### src/rtl/muldiv_pkg.sv
// Shared encodings for the multiply/divide unit: op codes seen by the decoder/ALU
// and the FSM state encoding.
package muldiv_pkg;

    typedef enum logic [1:0] {
        MD_MUL  = 2'b00,
        MD_MULU = 2'b01,
        MD_DIV  = 2'b10,
        MD_DIVU = 2'b11
    } md_op_e;

    typedef enum logic [1:0] {
        ST_IDLE = 2'b00,
        ST_MUL  = 2'b01,
        ST_DIV  = 2'b10,
        ST_DONE = 2'b11
    } md_state_e;

    function automatic logic md_is_div(input logic [1:0] op);
        return op[1];
    endfunction

    function automatic logic md_is_signed(input logic [1:0] op);
        return ~op[0];
    endfunction

endpackage

### src/rtl/muldiv_div_core.sv
// Unsigned radix-2 non-restoring divider: one quotient bit per step, WIDTH steps.
// Outputs present the result of the step being taken this cycle, remainder already corrected.
module muldiv_div_core #(
    parameter int WIDTH = 32
) (
    input  logic             clk,
    input  logic             rst,
    input  logic             load,
    input  logic             step,
    input  logic [WIDTH-1:0] dividend,
    input  logic [WIDTH-1:0] divisor,
    output logic             last,
    output logic [WIDTH-1:0] quotient,
    output logic [WIDTH-1:0] remainder
);
    localparam int CNT_W = $clog2(WIDTH);

    // Partial remainder needs two bits of headroom: the shifted value spans [-2d, 2d).
    logic [WIDTH+1:0] rem_reg;
    logic [WIDTH+1:0] rem_shift;
    logic [WIDTH+1:0] rem_next;
    logic [WIDTH+1:0] div_ext;
    logic [WIDTH-1:0] quo_reg;
    logic [WIDTH-1:0] quo_next;
    logic [WIDTH-1:0] div_reg;
    logic [CNT_W-1:0] count_reg;

    always_comb begin
        div_ext   = {2'b00, div_reg};
        rem_shift = {rem_reg[WIDTH:0], quo_reg[WIDTH-1]};
        rem_next  = rem_reg[WIDTH+1] ? rem_shift + div_ext : rem_shift - div_ext;
        quo_next  = {quo_reg[WIDTH-2:0], ~rem_next[WIDTH+1]};
    end

    assign last      = (count_reg == CNT_W'(WIDTH - 1));
    assign quotient  = quo_next;
    // The true remainder lies in [0, d), so the low WIDTH bits of the fix-up suffice.
    assign remainder = rem_next[WIDTH+1] ? rem_next[WIDTH-1:0] + div_reg
                                         : rem_next[WIDTH-1:0];

    always_ff @(posedge clk) begin
        if (rst) begin
            rem_reg   <= '0;
            quo_reg   <= '0;
            div_reg   <= '0;
            count_reg <= '0;
        end else if (load) begin
            rem_reg   <= '0;
            quo_reg   <= dividend;
            div_reg   <= divisor;
            count_reg <= '0;
        end else if (step) begin
            rem_reg   <= rem_next;
            quo_reg   <= quo_next;
            count_reg <= count_reg + 1'b1;
        end
    end

endmodule

### src/rtl/muldiv_unit.sv
// EX-stage multiply/divide unit: pipelined signed/unsigned multiply, iterative
// divide with sign fix-up, pipeline stall generation and flush handling.
module muldiv_unit #(
    parameter int WIDTH      = 32,
    parameter int MUL_STAGES = 1
) (
    input  logic             clk,
    input  logic             rst,
    input  logic             op_valid,
    input  logic [1:0]       op,
    input  logic [WIDTH-1:0] a,
    input  logic [WIDTH-1:0] b,
    input  logic             annul,
    output logic             busy,
    output logic             res_valid,
    output logic [WIDTH-1:0] hi,
    output logic [WIDTH-1:0] lo
);
    import muldiv_pkg::*;

    localparam logic [1:0] MUL_LAST = 2'(MUL_STAGES > 1 ? MUL_STAGES - 2 : 0);

    md_state_e        state_reg;
    logic [WIDTH-1:0] a_reg;
    logic [WIDTH-1:0] hi_reg;
    logic [WIDTH-1:0] lo_reg;
    logic             a_neg_reg;
    logic             q_neg_reg;
    logic             b_zero_reg;
    logic             res_valid_reg;
    logic [1:0]       mul_cnt_reg;

    logic             accept;
    logic             signed_op;
    logic [WIDTH-1:0] a_abs;
    logic [WIDTH-1:0] b_abs;
    logic [2*WIDTH-1:0] a_ext;
    logic [2*WIDTH-1:0] b_ext;
    logic [2*WIDTH-1:0] prod_now;
    logic [2*WIDTH-1:0] prod_out;
    logic             div_last;
    logic [WIDTH-1:0] div_q;
    logic [WIDTH-1:0] div_r;
    logic [WIDTH-1:0] q_final;
    logic [WIDTH-1:0] r_final;

    assign accept    = (state_reg == ST_IDLE) && op_valid && !annul;
    assign signed_op = md_is_signed(op);

    always_comb begin
        a_abs    = (signed_op && a[WIDTH-1]) ? -a : a;
        b_abs    = (signed_op && b[WIDTH-1]) ? -b : b;
        a_ext    = {{WIDTH{signed_op & a[WIDTH-1]}}, a};
        b_ext    = {{WIDTH{signed_op & b[WIDTH-1]}}, b};
        prod_now = a_ext * b_ext;
    end

    // The product is formed from the live operands in the accept cycle, then delayed.
    genvar gi;
    generate
        if (MUL_STAGES > 1) begin : g_mul_pipe
            logic [2*WIDTH-1:0] pipe_reg [MUL_STAGES-1];
            for (gi = 0; gi < MUL_STAGES - 1; gi++) begin : g_stage
                if (gi == 0) begin : g_first
                    always_ff @(posedge clk) begin
                        if (rst) pipe_reg[gi] <= '0;
                        else     pipe_reg[gi] <= prod_now;
                    end
                end else begin : g_next
                    always_ff @(posedge clk) begin
                        if (rst) pipe_reg[gi] <= '0;
                        else     pipe_reg[gi] <= pipe_reg[gi-1];
                    end
                end
            end
            assign prod_out = pipe_reg[MUL_STAGES-2];
        end else begin : g_mul_comb
            assign prod_out = prod_now;
        end
    endgenerate

    muldiv_div_core #(
        .WIDTH(WIDTH)
    ) u_div_core (
        .clk       (clk),
        .rst       (rst),
        .load      (accept && md_is_div(op)),
        .step      ((state_reg == ST_DIV) && !annul),
        .dividend  (a_abs),
        .divisor   (b_abs),
        .last      (div_last),
        .quotient  (div_q),
        .remainder (div_r)
    );

    // Divide by zero returns all-ones quotient and the original dividend, whatever the signedness.
    always_comb begin
        q_final = b_zero_reg ? '1    : (q_neg_reg ? -div_q : div_q);
        r_final = b_zero_reg ? a_reg : (a_neg_reg ? -div_r : div_r);
    end

    always_ff @(posedge clk) begin
        if (rst) begin
            state_reg     <= ST_IDLE;
            a_reg         <= '0;
            hi_reg        <= '0;
            lo_reg        <= '0;
            a_neg_reg     <= 1'b0;
            q_neg_reg     <= 1'b0;
            b_zero_reg    <= 1'b0;
            res_valid_reg <= 1'b0;
            mul_cnt_reg   <= '0;
        end else begin
            res_valid_reg <= 1'b0;
            case (state_reg)
                ST_IDLE: begin
                    if (accept) begin
                        a_reg      <= a;
                        a_neg_reg  <= signed_op & a[WIDTH-1];
                        q_neg_reg  <= signed_op & (a[WIDTH-1] ^ b[WIDTH-1]);
                        b_zero_reg <= (b == '0);
                        if (md_is_div(op)) begin
                            state_reg <= ST_DIV;
                        end else if (MUL_STAGES > 1) begin
                            state_reg   <= ST_MUL;
                            mul_cnt_reg <= '0;
                        end else begin
                            state_reg     <= ST_DONE;
                            hi_reg        <= prod_out[2*WIDTH-1:WIDTH];
                            lo_reg        <= prod_out[WIDTH-1:0];
                            res_valid_reg <= 1'b1;
                        end
                    end
                end
                ST_MUL: begin
                    if (annul) begin
                        state_reg <= ST_IDLE;
                    end else if (mul_cnt_reg == MUL_LAST) begin
                        state_reg     <= ST_DONE;
                        hi_reg        <= prod_out[2*WIDTH-1:WIDTH];
                        lo_reg        <= prod_out[WIDTH-1:0];
                        res_valid_reg <= 1'b1;
                    end else begin
                        mul_cnt_reg <= mul_cnt_reg + 1'b1;
                    end
                end
                ST_DIV: begin
                    if (annul) begin
                        state_reg <= ST_IDLE;
                    end else if (div_last) begin
                        state_reg     <= ST_DONE;
                        hi_reg        <= r_final;
                        lo_reg        <= q_final;
                        res_valid_reg <= 1'b1;
                    end
                end
                default: begin
                    // op_valid during DONE belongs to the retiring instruction.
                    state_reg <= ST_IDLE;
                end
            endcase
        end
    end

    assign busy      = !annul && (accept || state_reg == ST_MUL || state_reg == ST_DIV);
    assign res_valid = res_valid_reg;
    assign hi        = hi_reg;
    assign lo        = lo_reg;

endmodule

### config.mk
export PLATFORM = sky130hd
export DESIGN_NAME = muldiv_unit
export DESIGN_NICKNAME = d
export VERILOG_FILES = /design/src/rtl/muldiv_pkg.sv /design/src/rtl/muldiv_div_core.sv /design/src/rtl/muldiv_unit.sv
export SDC_FILE = /design/constraint.sdc
export NUM_CORES = 2
export LEC_CHECK = 0
export CAP_MARGIN = 5
export CORE_ASPECT_RATIO = 0.9
export CORE_UTILIZATION = 45
export DETAILED_ROUTE_END_ITERATION = 8
export PLACE_DENSITY = 0.71
export REMOVE_ABC_BUFFERS = 1
export SLEW_MARGIN = 20
export SYNTH_ARGS = -nofsm -noshare
export SYNTH_HDL_FRONTEND = slang
export SYNTH_SLANG_ARGS = --single-unit
### constraint.sdc
create_clock -name clk -period 13.5 [get_ports clk]
set_input_delay 2.7 -clock clk [delete_from_list [all_inputs] [get_ports clk]]
set_output_delay 2.7 -clock clk [all_outputs]
set_load 0.02 [all_outputs]
After elaboration in Yosys (flattened, before gate mapping)
Index checks and enable logic that the tools add are counted.

cells by class
  add/sub/neg operators = 9
  $mul = 1
  equality and inequality tests = 11
  reduce and logical (&&, ||, !) cells = 20
  bitwise operators = 8
  muxes and demuxes = 38

operator list
  kind                                         count
  2-to-1 mux 32 bit                            21
  case mux 32 bit (3 select lines)             2
  negation 32 bit                              4
  multiplier 33 x 33 -> 64 bit                 1
  adder 34 x 32 -> 34 bit                      1
  2-to-1 mux 34 bit                            1
  subtractor 34 x 32 -> 34 bit                 1
  adder 32 bit                                 1
  zero test 32 bit                             1
  != test 2 bit, second input constant         6
  2-to-1 mux 2 bit                             5
  logical AND 1 bit                            7
  2-to-1 mux 1 bit                             7
  AND reduction 7 bit                          1
  != test 3 bit, second input constant         2
  case mux 2 bit (3 select lines)              1
  AND reduction 3 bit                          2
  adder 5 x 1 -> 5 bit, second input constant  1
  == test 5 bit, second input constant         1
  zero test 2 bit                              2
  inverter 1 bit                               4
  AND 1 bit                                    3
  case mux 1 bit (3 select lines)              1
  nonzero test 3 bit                           1
  other kinds (9)                              10

word-level totals
  flip-flop bits (word level) = 207
  logic and storage cells = 100
  output and inout port bits = 66
  input bits = 70

Longest topological paths before layout
  word-level depth = 10
  gate-level depth with buffers = 33

Cells and area by module
From an unflattened synthesis, not the netlist that was laid out.

unflattened totals
  cells, all modules = 6,316
  area, all modules = 53,850.4 um^2

modules (own cells, without submodules)
  module           area an instance (um^2)  cells an instance  times used
  muldiv_unit      45,243.4                 5,214              1
  muldiv_div_core  8,607.0                  1,102              1

Worst setup path after synthesis
Ideal clock, no wire load.

  path type = input to register
  start point = input port a[31]
  end point = register hi_reg[27] (netlist: hi[27])
  data arrival time = 10.740 ns
  path slack = 2.636 ns
  stages on the path = 31
  path buffers = 4
  library setup time = 0.124 ns
  path through = clkbuf_1 -> nor2b_1 -> clkbuf_1 -> buf_1 -> nand2_1 -> inv_1 -> fa_1 -> inv_1 -> fa_1 -> inv_1 -> fa_1 -> fa_1 -> inv_1 -> fa_1 -> inv_1 -> fa_1 -> inv_1 -> fa_1 -> fa_1 -> inv_1 -> ha_1 -> clkbuf_1 -> o21ai_0 -> a31oi_1 -> a221oi_1 -> o211ai_1 -> a221oi_1 -> nor2b_1 -> mux2_2 -> a32oi_1 -> nand3b_1

between the ends
  longest elaborated chain between the ends = 5
  elaborated cells between the ends (all ways) = 7
  classes of those cells = mul: 1; mux: 5; bitwise: 1

ends and longest elaborated chain
  what                                         RTL line                                text
  from (decl)                                  muldiv_unit.sv:11                       input logic [WIDTH-1:0] a,
  AND 1 bit                                    muldiv_unit.sv:53                       a_ext = {{WIDTH{signed_op & a[WIDTH-1]}}, a};
  multiplier 33 x 33 -> 64 bit *               muldiv_unit.sv:55                       prod_now = a_ext * b_ext;
  2-to-1 mux 32 bit, on equally long branches  muldiv_unit.sv:138, muldiv_unit.sv:122
  2-to-1 mux 32 bit, on equally long branches  muldiv_unit.sv:136, muldiv_unit.sv:117
  case mux 32 bit (3 select lines) *           muldiv_unit.sv:115                      case (state_reg)
  to (signal assigned)                         muldiv_unit.sv:129                      hi_reg <= prod_out[2*WIDTH-1:WIDTH];
  to (signal assigned)                         muldiv_unit.sv:140                      hi_reg <= prod_out[2*WIDTH-1:WIDTH];
  to (signal assigned)                         muldiv_unit.sv:152                      hi_reg <= r_final;
  to (decl)                                    muldiv_unit.sv:25                       logic [WIDTH-1:0] hi_reg;

Mark *: on every way between the ends. The rest lies on a longest branch, timed or not. The select of a mux whose other input is x is not followed.
A chain may end at the register's enable or synchronous reset.

Worst setup path in the final report
  start point = input port op[0]
  end point = register hi_reg[27] (netlist: hi[27])

between the ends
  longest elaborated chain between the ends = 6
  elaborated cells between the ends (all ways) = 9
  classes of those cells = mul: 1; mux: 5; bitwise: 3

ends and longest elaborated chain
  what                                         RTL line                                text
  from (decl)                                  muldiv_unit.sv:10                       input logic [1:0] op,
  inverter 1 bit *                             muldiv_pkg.sv:24                        return ~op[0];
  AND 1 bit, on equally long branches          muldiv_unit.sv:53, muldiv_unit.sv:54
  multiplier 33 x 33 -> 64 bit *               muldiv_unit.sv:55
  2-to-1 mux 32 bit, on equally long branches  muldiv_unit.sv:138, muldiv_unit.sv:122
  2-to-1 mux 32 bit, on equally long branches  muldiv_unit.sv:136, muldiv_unit.sv:117
  case mux 32 bit (3 select lines) *           muldiv_unit.sv:115

Marked as above.

==> flow_summary.json <==
{
  "grtUsageTotal_pct": 27.6,
  "hp-start": "lo[23]",
  "cp_max_fo": 26,
  "synth_async_sr_flop_share_pct": 0,
  "cp.arrival_ns": 12.40,
  "multi_input_area_um2": 44200,
  "synth_edf_count": 0,
  "die-area_um2": 122000,
  "syn_area_um2": 54300,
  "r2r_cells": 27,
  "ff_latch_area_um2": 4140,
  "clk_latency_ns": 0.58,
  "fin_skew_ns": 0.0426,
  "critPathLaunchType": "primary input",
  "critical_path_class": "primary input to flip-flop",
  "htree_levels": 1,
  "crit_slowest_cell": "fa_1",
  "ys_types": 88,
  "cpMostUsedCell": "fa_1",
  "ios": 136,
  "tns_ns": 0,
  "clk_path_buf_depth": 3,
  "num_vias": 44354,
  "r2r_setup_slack_ns": 5.59,
  "outcome": "completed",
  "slew_violations": 0,
  "first_pass_iters": 6,
  "rsz0062_at_grt": "false",
  "worstPathRequired_ns": 13.93,
  "cts_made_buffers": 26,
  "drive_above_1_share_pct": 3.70,
  "gp_congestion": 0.942,
  "hold_viol": 0,
  "path_clk_slew_ns": 0.06,
  "synthTopCellsByArea": "fa_1 42%, inv_1 8.2%, dfxtp_1 7.6%, nand2_1 7.5%, ha_1 6.7%",
  "drc": 0,
  "cts_tree": "done",
  "critPathCaptureType": "flip-flop",
  "drv_cap": 0,
  "initial_core_util_pct": 45.5,
  "n_fill_cell": 11308,
  "antenna_found_initial": 3,
  "grt_pass1_vias": 46142,
  "hpwl_um": 133000,
  "yosysSeqAreaShare_pct": 7.64,
  "drt-initial-drc-count": 3609,
  "cts.repair.resized": 0,
  "yosysTopAreaCell": "fa_1",
  "antenna_left": 0,
  "port_buffers": 135,
  "syn_avg_cell_area_um2": 8.41,
  "clkSinkCount": 207,
  "min_period_ns": 11.97,
  "root_buffer": "clkbuf_16",
  "drt-total-wl_um": 166000,
  "ys_warn_count": 0,
  "nets": 7798,
  "coreArea_um2": 119000,
  "r2r-end": "hi[28]",
  "largest_reg_flops": 34,
  "placed_area_um2": 56700,
  "overflow": 0,
  "dieHeight_um": 331,
  "fmax_ghz": 0.0836,
  "worstHoldPathCells": 2,
  "routed_via_density": 5.60,
  "cpPeakStageDelay_ns": 0.87,
  "avgRoutedWirePerCell_um": 21.0,
  "grt_max_degree": 71,
  "slew_headroom_pct": 23.5,
  "synth_flop_cell": "dfxtp_1",
  "die_width_um": 368,
  "design_area_um2": 57600,
  "synth.top_cell.area_share_pct": 41.6,
  "postCtsSetupBuffers": 0,
  "period_share_pct": 88.6,
  "ys_ff_latch": 207,
  "setup_violations": 0,
  "num_rows": 120,
  "grt_pass1_wl_um": 264000,
  "regToRegStartpoint": "u_div_core.div_reg[2]",
  "tightestPinTransition_ns": 1.15,
  "areaGrowthSynthToFinish_pct": 6.21,
  "syn_inst": 6453,
  "hp-class": "flip-flop to flip-flop",
  "min_to": "lo[23]",
  "postCtsHoldBufs": 0
}
-- logic make-up (layout without fill, tap and decap cells) --
kind of cell | Yosys count | after routing | synth area share (%)
AO/OA/AOI/OAI | 854 | 854 | 10.5
XOR/XNOR | 258 | 258 | 4.16
adder cells (fa/ha/maj) | 1416 | 1416 | 48.2
buffers and inverters | 1589 | 1466 | 11.0
flip-flops | 207 | 207 | 7.64
multiplexers | 41 | 41 | 0.777
other | 0 | 3 | 0
AND/OR/NAND/NOR | 2088 | 2088 | 17.7
-- worst max-delay path, delay by kind of cell --
| kind | cells | cell delay [ns] |
|---|---|---|
| AOI/OAI and AO/OA | 6 | 1.61 |
| and+or+nand+nor | 4 | 1.10 |
| buffers and inverters | 8 | 1.98 |
| muxes | 1 | 0.29 |
| adders and majority gates | 9 | 4.67 |
-- cells in the final DEF (no fill, tap or decap), drive strengths merged, types with 53 or more instances in the layout --
master / instances
inv: 1183
and2: 374
ha: 289
clkdlybuf4s50: 102
nor3: 66
dfxtp: 207
a21oi: 273
nand3: 55
o21ai: 128
xor2: 106
nor2: 287
buf: 135
xnor2: 152
a21o: 53
fa: 1127
a211oi: 61
nand2: 1089
-- per-stage QoR --
step	instances	utilization (%)	hold WS (ns)	worst slack, ns
global placement	7870	47.6	0.429	1.31
global route	7917	48.3	0.470	1.11
detailed placement	7870	47.6	0.436	1.08
CTS	7916	48.3	0.444	1.65
finish	7919	48.3	0.444	1.53
floorplan	6047	-	0.425	2.12
-- cell usage after synthesis, types with 32 or more instances --
| cell | instances |
|---|---|
| o211ai_1 | 39 |
| nand2_1 | 1089 |
| xnor2_1 | 152 |
| ha_1 | 289 |
| a311oi_1 | 41 |
| clkbuf_1 | 331 |
| nor3_1 | 66 |
| nand3_1 | 55 |
| inv_1 | 1181 |
| a21oi_1 | 272 |
| a211oi_1 | 59 |
| dfxtp_1 | 207 |
| nand2b_1 | 41 |
| mux2i_1 | 32 |
| nor2_1 | 287 |
| o31ai_1 | 34 |
| and2_1 | 374 |
| a21o_1 | 53 |
| fa_1 | 1127 |
| o21ai_0 | 125 |
| buf_1 | 67 |
| xor2_1 | 106 |
-- layout make-up --
| type | count | area share (%) |
|---|---|---|
| Clock buffer | 35 | 1.34 |
| Sequential cell | 207 | 7.19 |
| Multi-Input combinational cell | 4657 | 76.7 |
| Timing Repair Buffer | 237 | 3.42 |
| Inverter | 1183 | 7.70 |
| Antenna cell | 3 | 0.0130 |
| Clock inverter | 11 | 0.202 |
| Tap cell | 1586 | 3.44 |
-- layer usage --
metal	vias to the layer above	global-route usage, %	wire length [µm]
met3	238	6.14	16700
met1	22578	38.4	70800
met5	-	0	12
li1	19677	-	-
met2	1859	42.8	73500
met4	2	8.17	5180
-- worst max path at each step --
stage | start | endpoint | slack, ns
2_1_floorplan | a[31] | hi[27] | 2.12
5_1_grt | op[0] | hi[29] | 1.11
3_5_place_dp | op[0] | hi[27] | 1.08
3_3_place_gp | op[0] | hi[27] | 1.31
6_report | op[0] | hi[27] | 1.53
4_1_cts | op[0] | hi[27] | 1.65
Power is left out: the tool's default activity adds up to more than one toggle a clock period on the data nets, which glitch-free logic cannot reach.
